===== config.mk =====
export PLATFORM = sky130hd
export DESIGN_NAME = ps2_rx
export DESIGN_NICKNAME = d
export VERILOG_FILES = /design/src/rtl/ps2_rx.sv
export SDC_FILE = /design/constraint.sdc
export NUM_CORES = 1
export LEC_CHECK = 0
export BUFFER_PORTS_ARGS = -buffer_cell sky130_fd_sc_hd__buf_2
export CAP_MARGIN = 5
export CORE_UTILIZATION = 64
export CTS_BUF_LIST = sky130_fd_sc_hd__clkbuf_8 sky130_fd_sc_hd__clkbuf_16
export DETAILED_ROUTE_END_ITERATION = 10
export PLACE_DENSITY = 0.84
export SYNTH_ARGS = -nofsm -noshare
export SYNTH_HDL_FRONTEND = slang
export SYNTH_SLANG_ARGS = --single-unit

===== constraint.sdc =====
create_clock -name clk -period 5.5 [get_ports clk]
set_clock_uncertainty 0.05 [all_clocks]
set_input_delay 1.1 -clock clk [delete_from_list [all_inputs] [get_ports clk]]
set_output_delay 1.1 -clock clk [all_outputs]
set_load 0.01 [all_outputs]

===== src/rtl/ps2_rx.sv =====
// ---------------------------------------------------------------------------
// ps2_rx : PS/2 device-to-host receiver with clock glitch filter and timeout
// Rev 1.0
// ---------------------------------------------------------------------------
`default_nettype none

module ps2_rx #(
  parameter int FILTER_LEN     = 8,
  parameter int TIMEOUT_CYCLES = 50000
) (
  input  logic        clk,
  input  logic        rst_n,
  input  logic        ps2_clk,
  input  logic        ps2_data,
  output logic [15:0] code,
  output logic        signal,
  output logic        err
);

  localparam logic [7:0]  FILT_LAST = 8'(FILTER_LEN - 1);
  localparam logic [15:0] TO_MAX    = 16'(TIMEOUT_CYCLES);

  typedef enum logic [1:0] {
    IDLE   = 2'd0,
    DATA   = 2'd1,
    PARITY = 2'd2,
    STOP   = 2'd3
  } state_t;

  state_t      state, state_next;
  logic        clk_meta, clk_sync, data_meta, data_sync;
  logic        clk_filt, clk_prev;
  logic [7:0]  filt_cnt;
  logic [15:0] to_cnt;
  logic [2:0]  bit_cnt;
  logic [7:0]  rx_byte;
  logic        par_bit;
  logic        fall, timeout, parity_ok;
  logic        load_code, frame_err, shift, store_par, clr_frame;

  // Synchronizers reset high to match the idle state of the lines
  always_ff @(posedge clk or negedge rst_n) begin
    if (!rst_n) begin
      clk_meta  <= 1'b1;
      clk_sync  <= 1'b1;
      data_meta <= 1'b1;
      data_sync <= 1'b1;
    end else begin
      clk_meta  <= ps2_clk;
      clk_sync  <= clk_meta;
      data_meta <= ps2_data;
      data_sync <= data_meta;
    end
  end

  // Filtered clock flips only after FILTER_LEN consecutive differing samples
  always_ff @(posedge clk or negedge rst_n) begin
    if (!rst_n) begin
      clk_filt <= 1'b1;
      clk_prev <= 1'b1;
      filt_cnt <= 8'd0;
    end else begin
      clk_prev <= clk_filt;
      if (clk_sync == clk_filt) begin
        filt_cnt <= 8'd0;
      end else if (filt_cnt == FILT_LAST) begin
        clk_filt <= clk_sync;
        filt_cnt <= 8'd0;
      end else begin
        filt_cnt <= filt_cnt + 8'd1;
      end
    end
  end

  assign fall      = clk_prev & ~clk_filt;
  assign timeout   = (state != IDLE) && (to_cnt == TO_MAX);
  assign parity_ok = ^{rx_byte, par_bit};

  always_ff @(posedge clk or negedge rst_n) begin
    if (!rst_n) begin
      to_cnt <= 16'd0;
    end else if (state == IDLE || fall) begin
      to_cnt <= 16'd0;
    end else if (to_cnt != TO_MAX) begin
      to_cnt <= to_cnt + 16'd1;
    end
  end

  always_ff @(posedge clk or negedge rst_n) begin
    if (!rst_n) begin
      state <= IDLE;
    end else begin
      state <= state_next;
    end
  end

  // Timeout overrides any edge arriving in the same cycle
  always_comb begin
    state_next = state;
    load_code  = 1'b0;
    frame_err  = 1'b0;
    shift      = 1'b0;
    store_par  = 1'b0;
    clr_frame  = 1'b0;
    if (timeout) begin
      state_next = IDLE;
      frame_err  = 1'b1;
      clr_frame  = 1'b1;
    end else if (fall) begin
      case (state)
        IDLE: begin
          if (!data_sync) begin
            state_next = DATA;
            clr_frame  = 1'b1;
          end
        end
        DATA: begin
          shift = 1'b1;
          if (bit_cnt == 3'd7) begin
            state_next = PARITY;
          end
        end
        PARITY: begin
          store_par  = 1'b1;
          state_next = STOP;
        end
        STOP: begin
          state_next = IDLE;
          if (data_sync && parity_ok) begin
            load_code = 1'b1;
          end else begin
            frame_err = 1'b1;
          end
        end
        default: state_next = IDLE;
      endcase
    end
  end

  always_ff @(posedge clk or negedge rst_n) begin
    if (!rst_n) begin
      bit_cnt <= 3'd0;
      rx_byte <= 8'd0;
      par_bit <= 1'b0;
      code    <= 16'h0000;
      signal  <= 1'b0;
      err     <= 1'b0;
    end else begin
      if (clr_frame) begin
        bit_cnt <= 3'd0;
        rx_byte <= 8'd0;
      end else if (shift) begin
        rx_byte <= {data_sync, rx_byte[7:1]};
        bit_cnt <= bit_cnt + 3'd1;
      end
      if (store_par) begin
        par_bit <= data_sync;
      end
      if (load_code) begin
        code <= {code[7:0], rx_byte};
      end
      signal <= load_code;
      err    <= frame_err;
    end
  end

endmodule

`default_nettype wire


# Yosys cells after proc, flatten, opt, wreduce, memory -nomap -nowiden
# Index checks and enable logic that the tools add are counted.
dict set report word_totals {
  reg_bits 62
  inputBits 4
  out_inout_bits 18
  wordCells 73
}
dict set report classes {
  n_addsub 3
  eq_ne 10
  muxes 31
  bitwise 3
  reduce_logical 11
}
# op n
set ops {}
lappend ops {{two-way mux 16 bit} 2}
lappend ops {{two-way mux 8 bit} 4}
lappend ops {{two-way mux 1 bit} 18}
lappend ops {{adder 16 x 1 -> 16 bit (second input constant)} 1}
lappend ops {{== test 16 bit (second input constant)} 1}
lappend ops {{inequality test 16 bit (second input constant)} 1}
lappend ops {{XOR reduction 9 bit} 1}
lappend ops {{adder 8 x 1 -> 8 bit (second input constant)} 1}
lappend ops {{== test 8 x 3 -> 1 bit (second input constant)} 1}
lappend ops {{two-way mux 2 bit} 4}
lappend ops {{case mux 2 bit (4 select lines)} 1}
lappend ops {{nonzero test 2 bit} 4}
lappend ops {{two-way mux 3 bit} 2}
lappend ops {{inequality test 3 bit (second input constant)} 2}
lappend ops {{== test 2 bit (second input constant)} 2}
lappend ops {{adder 3 x 1 -> 3 bit (second input constant)} 1}
lappend ops {{== test 3 bit (second input constant)} 1}
lappend ops {{AND reduction 3 bit} 1}
lappend ops {{== test 2 x 1 -> 1 bit (second input constant)} 1}
lappend ops {{logical AND 1 bit} 2}
lappend ops {{logical NOT 2 bit} 1}
lappend ops {{inverter 1 bit} 2}
lappend ops {{AND reduction 2 bit} 1}
lappend ops {{AND 1 bit} 1}
lappend ops {{2 further kinds} 2}

# Depth between registers and ports, before layout
dict set report depth {
  word_depth 6
  mapped_depth 9
  ltp_nobuf 7
}

# Least setup slack after synthesis
# Ideal clock, no wire load.
dict set report synth_path {
  path_type {flip-flop to flip-flop}
  start {register to_cnt[0]}
  end {register code[10]}
  setup_ps 125
  arrival_ps 1958
  t_required_ps 5325
  path_slack_ps 3366
  path_stages_with_launch 10
  n_path_buf 2
  period_less_slack_ps 2134
  cell_sequence {dfrtp_1 -> inv_1 -> ha_1 -> and4b_1 -> nand4_1 -> nor2_2 -> nor4bb_4 -> buf_6 -> buf_12 -> mux2_4}
}
dict set report synth_between {
  elab_chain_len 3
}
# element line_no
set synth_rtl {}
lappend synth_rtl {{start, declared} 34} ;# logic [15:0] to_cnt;
lappend synth_rtl {{start signal, assigned} 85} ;# to_cnt <= to_cnt + 16'd1;
lappend synth_rtl {{== test 16 bit} 76} ;# assign timeout = (state != IDLE) && (to_cnt == TO_MAX);
lappend synth_rtl {{logical AND 1 bit} 76}
lappend synth_rtl {{two-way mux 1 bit} 105} ;# if (timeout) begin
lappend synth_rtl {{named net load_code} 39} ;# logic load_code, frame_err, shift, store_par, clr_frame;
lappend synth_rtl {{end signal, assigned} 160} ;# code <= {code[7:0], rx_byte};
lappend synth_rtl {{end, declared} 15} ;# output logic [15:0] code,
# The timed path passes the listed nets, and every way through them passes these cells.
# A chain may end at the register's enable or synchronous reset.

# Worst setup path in the final report
dict set report layout_path {
  start {register rx_byte[4]}
  end {register code[3]}
}
dict set report layout_between {
  elab_chain_len 6
}
# element line_no
set layout_rtl {}
lappend layout_rtl {{start, declared} 36} ;# logic [7:0] rx_byte;
lappend layout_rtl {{start signal, assigned} 153} ;# rx_byte <= {data_sync, rx_byte[7:1]};
lappend layout_rtl {{XOR reduction 9 bit} 77} ;# assign parity_ok = ^{rx_byte, par_bit};
lappend layout_rtl {{logical AND 1 bit} 129} ;# if (data_sync && parity_ok) begin
lappend layout_rtl {{two-way mux 1 bit} 129}
lappend layout_rtl {{two-way mux 1 bit} 110} ;# case (state)
lappend layout_rtl {{two-way mux 1 bit} 109} ;# end else if (fall) begin
lappend layout_rtl {{two-way mux 1 bit} 105}
# No other way between the ends.

==> run metrics <==
status=completed; delay-heaviest family, CP=XOR/XNOR gates; drt drc=0; Die Width=69.0 microns; fin crit period=2.35 ns; Rel. slew slack=50.5%; worst path required time=5.67 ns; Area Growth Syn to Fin=13.4%; slowest CP cell=xnor3_1; post-synthesis mux area share=8.57%; Synth Area in Simple Gates=18.1%; DIE HEIGHT=69.0 microns; Port Buffer Count=21; Net Sw Power=0.349 mW; vias in the first global route=1994; CTS tree=done; Routed Antenna Nets=0; Setup CP Type=flop to flop; Setup TNS=0 ns; Crit. End Element=flop; commonest non-fill, non-tap cell in the layout=dfrtp_1; deepest clock path buffer count=2; GPL Wtd Cong=0.759; # clock sinks=62; via/cell ratio=5.59; clock tree root driver cell=clkbuf_8; P_leak=1.61 nW; total CTS buffers=9; peak supply drop=213 uV; Gate power share=18.1%; Min-Delay Path Depth=0; drt pass-1 iters=4; FP Rows=24; Final nets=291; worst r2r dst=code[3]$_DFFE_PN0P_; RR Startpoint=rx_byte[4]$_DFFE_PN0P_; Inst Count DP=318; Post-synth EDFFs=0; total die area=0.00476 sq mm; I/O pin cnt=22; R2R Setup Slk=3.15 ns; share of cells above drive strength 1=23.8%; sequential-to-total area share from yosys stat=54.2%; switching share of total power=27.4%; largest net degree at the start of global routing=63; hold wc startpoint=clk_meta$_DFF_PN1_; Async SR Flop Fraction=100%; Synth Area in Compound Gates=3.61%; PwrDens=390 mW/mm^2; Seq cells post-synth=62; DR vias=1868; Primary FF master, synth=dfrtp_1; Post CTS Setup Buffer Count=0; Worst-path clk slew=0.07 ns; pre-CTS setup slack=3.15 ns; synth unique cells=38; core area=0.00432 sq mm; wire per inst=14.8 microns; first-pass GRT wire length=8650 microns; CP max FO=17; Hold-fix buffers, CTS=0; DRT iter0 DRCs=139; syn avg cell area=11.5 sq um; CP cell instances=xor2_1 > xnor3_1 > xnor2_2 > nor4bb_4 > buf_4 > mux2_2; WL final=4940 microns; Min-Delay Path Class=flop to flop; Syn. warnings=0; CP Launch Type=flop; worst skew pair latency=0.34 ns; Setup WS post-layout=3.15 ns; Synth Area in Adders=4.35%; Synth Area in XOR/XNOR=8.66%; Reg2Reg Depth=6; dpl hpwl=3260 microns; Worst Tran Pin Value=0.742 ns; initial antenna violation count=0; worst path bufs/invs=1; max_cap viols=0; Slew Viols, Final=0; hold_ws=0.305 ns; Fmax=425 MHz; Antenna Cells=0; main combinational cell family by area after synthesis=simple AND/OR/NAND/NOR gates; clock share of power=38.8%; Synth Net Count=264; Resize count post-CTS=0; total power=1.27 mW; Total Routing Usage GR=23.4%; Final Cycle Share=42.8%; CP arrival=2.52 ns; Synth Instances=250; Final setup viols=0; final non-filler cell total=334; Mapped Area=0.00288 sq mm; critical path's largest stage delay=0.45 ns; Pint=0.922 mW; RSZ-0062 raised after global routing=false; share of power burned in registers=43.2%; Initial Utilization=66.5%; CTS H-Tree Depth=3; Overflow after GRT=0; most frequent cells in the layout=dfrtp_1, nand2_1, nor2_1, buf_2, a21oi_1; worst hold path endpoint=clk_sync$_DFF_PN1_; # fillers=300; final hold violations=0
[through the flow]
| stage | instance area (sq um) | util (%) |
|---|---|---|
| 2_1_floorplan | 2880 | - |
| 3_3_place_gp | 3010 | 69.6 |
| 3_5_place_dp | 3010 | 69.6 |
| 4_1_cts | 3260 | 75.4 |
| 5_1_grt | 3260 | 75.4 |
| 6_report | 3260 | 75.4 |
[cells by family (layout without fill, tap and decap cells)]
| group | count (synthesis) | in the layout |
|---|---|---|
| muxes | 19 | 19 |
| AOI/OAI and AO/OA | 20 | 20 |
| xor gates and xnor gates | 26 | 26 |
| DFF | 62 | 62 |
| and+or+nand+nor | 100 | 100 |
| adders and majority gates | 10 | 10 |
| buffers and inverters | 13 | 45 |
[synthesized netlist by cell type (all sizes together), types with 3 or more instances]
library cell / number / area [sq um]
nor2: 26 / 100
o21ai: 3 / 15.0
xnor2: 14 / 130
nand2: 29 / 109
clkbuf: 5 / 18.8
dfrtp: 56 / 1400
or3: 3 / 18.8
a21oi: 15 / 75.1
inv: 6 / 22.5
ha: 10 / 125
nand3: 13 / 65.1
nand4: 4 / 25.0
xor2: 11 / 96.3
mux2: 18 / 236
dfstp: 6 / 158
and3: 7 / 43.8
[sequential cells by signal, summed over array words and instances, names as in the netlist, 2 cells and up]
name,count
bit_cnt,3
code,16
filt_cnt,8
rx_byte,8
state,2
to_cnt,16
[power by group through the flow]
stage               sequential, mW  clock (mW)  combinational [mW]
floorplan                    0.547           0               0.186
global placement             0.554           0               0.219
detailed placement           0.556           0               0.228
CTS                          0.549       0.500               0.233
global route                 0.555       0.518               0.264
finish                       0.549       0.493               0.229
[worst max path at each step]
stage | startpoint | to | slack (ns) | cells past startpoint
global route | to_cnt[0]$_DFFE_PN0P_ | code[3]$_DFFE_PN0P_ | 3.03 | 8
floorplan | to_cnt[0]$_DFFE_PN0P_ | code[10]$_DFFE_PN0P_ | 3.37 | 9
detailed placement | to_cnt[0]$_DFFE_PN0P_ | code[2]$_DFFE_PN0P_ | 3.15 | 8
global placement | to_cnt[0]$_DFFE_PN0P_ | code[3]$_DFFE_PN0P_ | 3.26 | 8
CTS | to_cnt[0]$_DFFE_PN0P_ | code[3]$_DFFE_PN0P_ | 3.13 | 8
finish | rx_byte[4]$_DFFE_PN0P_ | code[3]$_DFFE_PN0P_ | 3.15 | 6
[cell type report]
| type | count | area (sq um) | area share, % |
|---|---|---|---|
| flip-flops and latches | 62 | 1560 | 47.8 |
| multi-input cells | 175 | 1240 | 38.2 |
| clock buffers | 11 | 151 | 4.64 |
| repair buffers | 23 | 120 | 3.69 |
| clock inverters | 5 | 97.6 | 2.99 |
| well taps | 52 | 65.1 | 2.00 |
| inverters | 6 | 22.5 | 0.691 |
[per-layer routing]
| metal | track usage [%] | routed length (microns) | share of wire (%) | vias to the layer above |
|---|---|---|---|---|
| met5 | 0 | 0 | 0 | - |
| met2 | 39.1 | 2570 | 52 | 47 |
| met3 | 5.70 | 174 | 3.5 | 14 |
| met4 | 14.5 | 121 | 2.5 | 0 |
| met1 | 26.9 | 2070 | 42 | 906 |
| li1 | - | - | - | 901 |
Note: power is estimated with default switching activity, not from simulation.
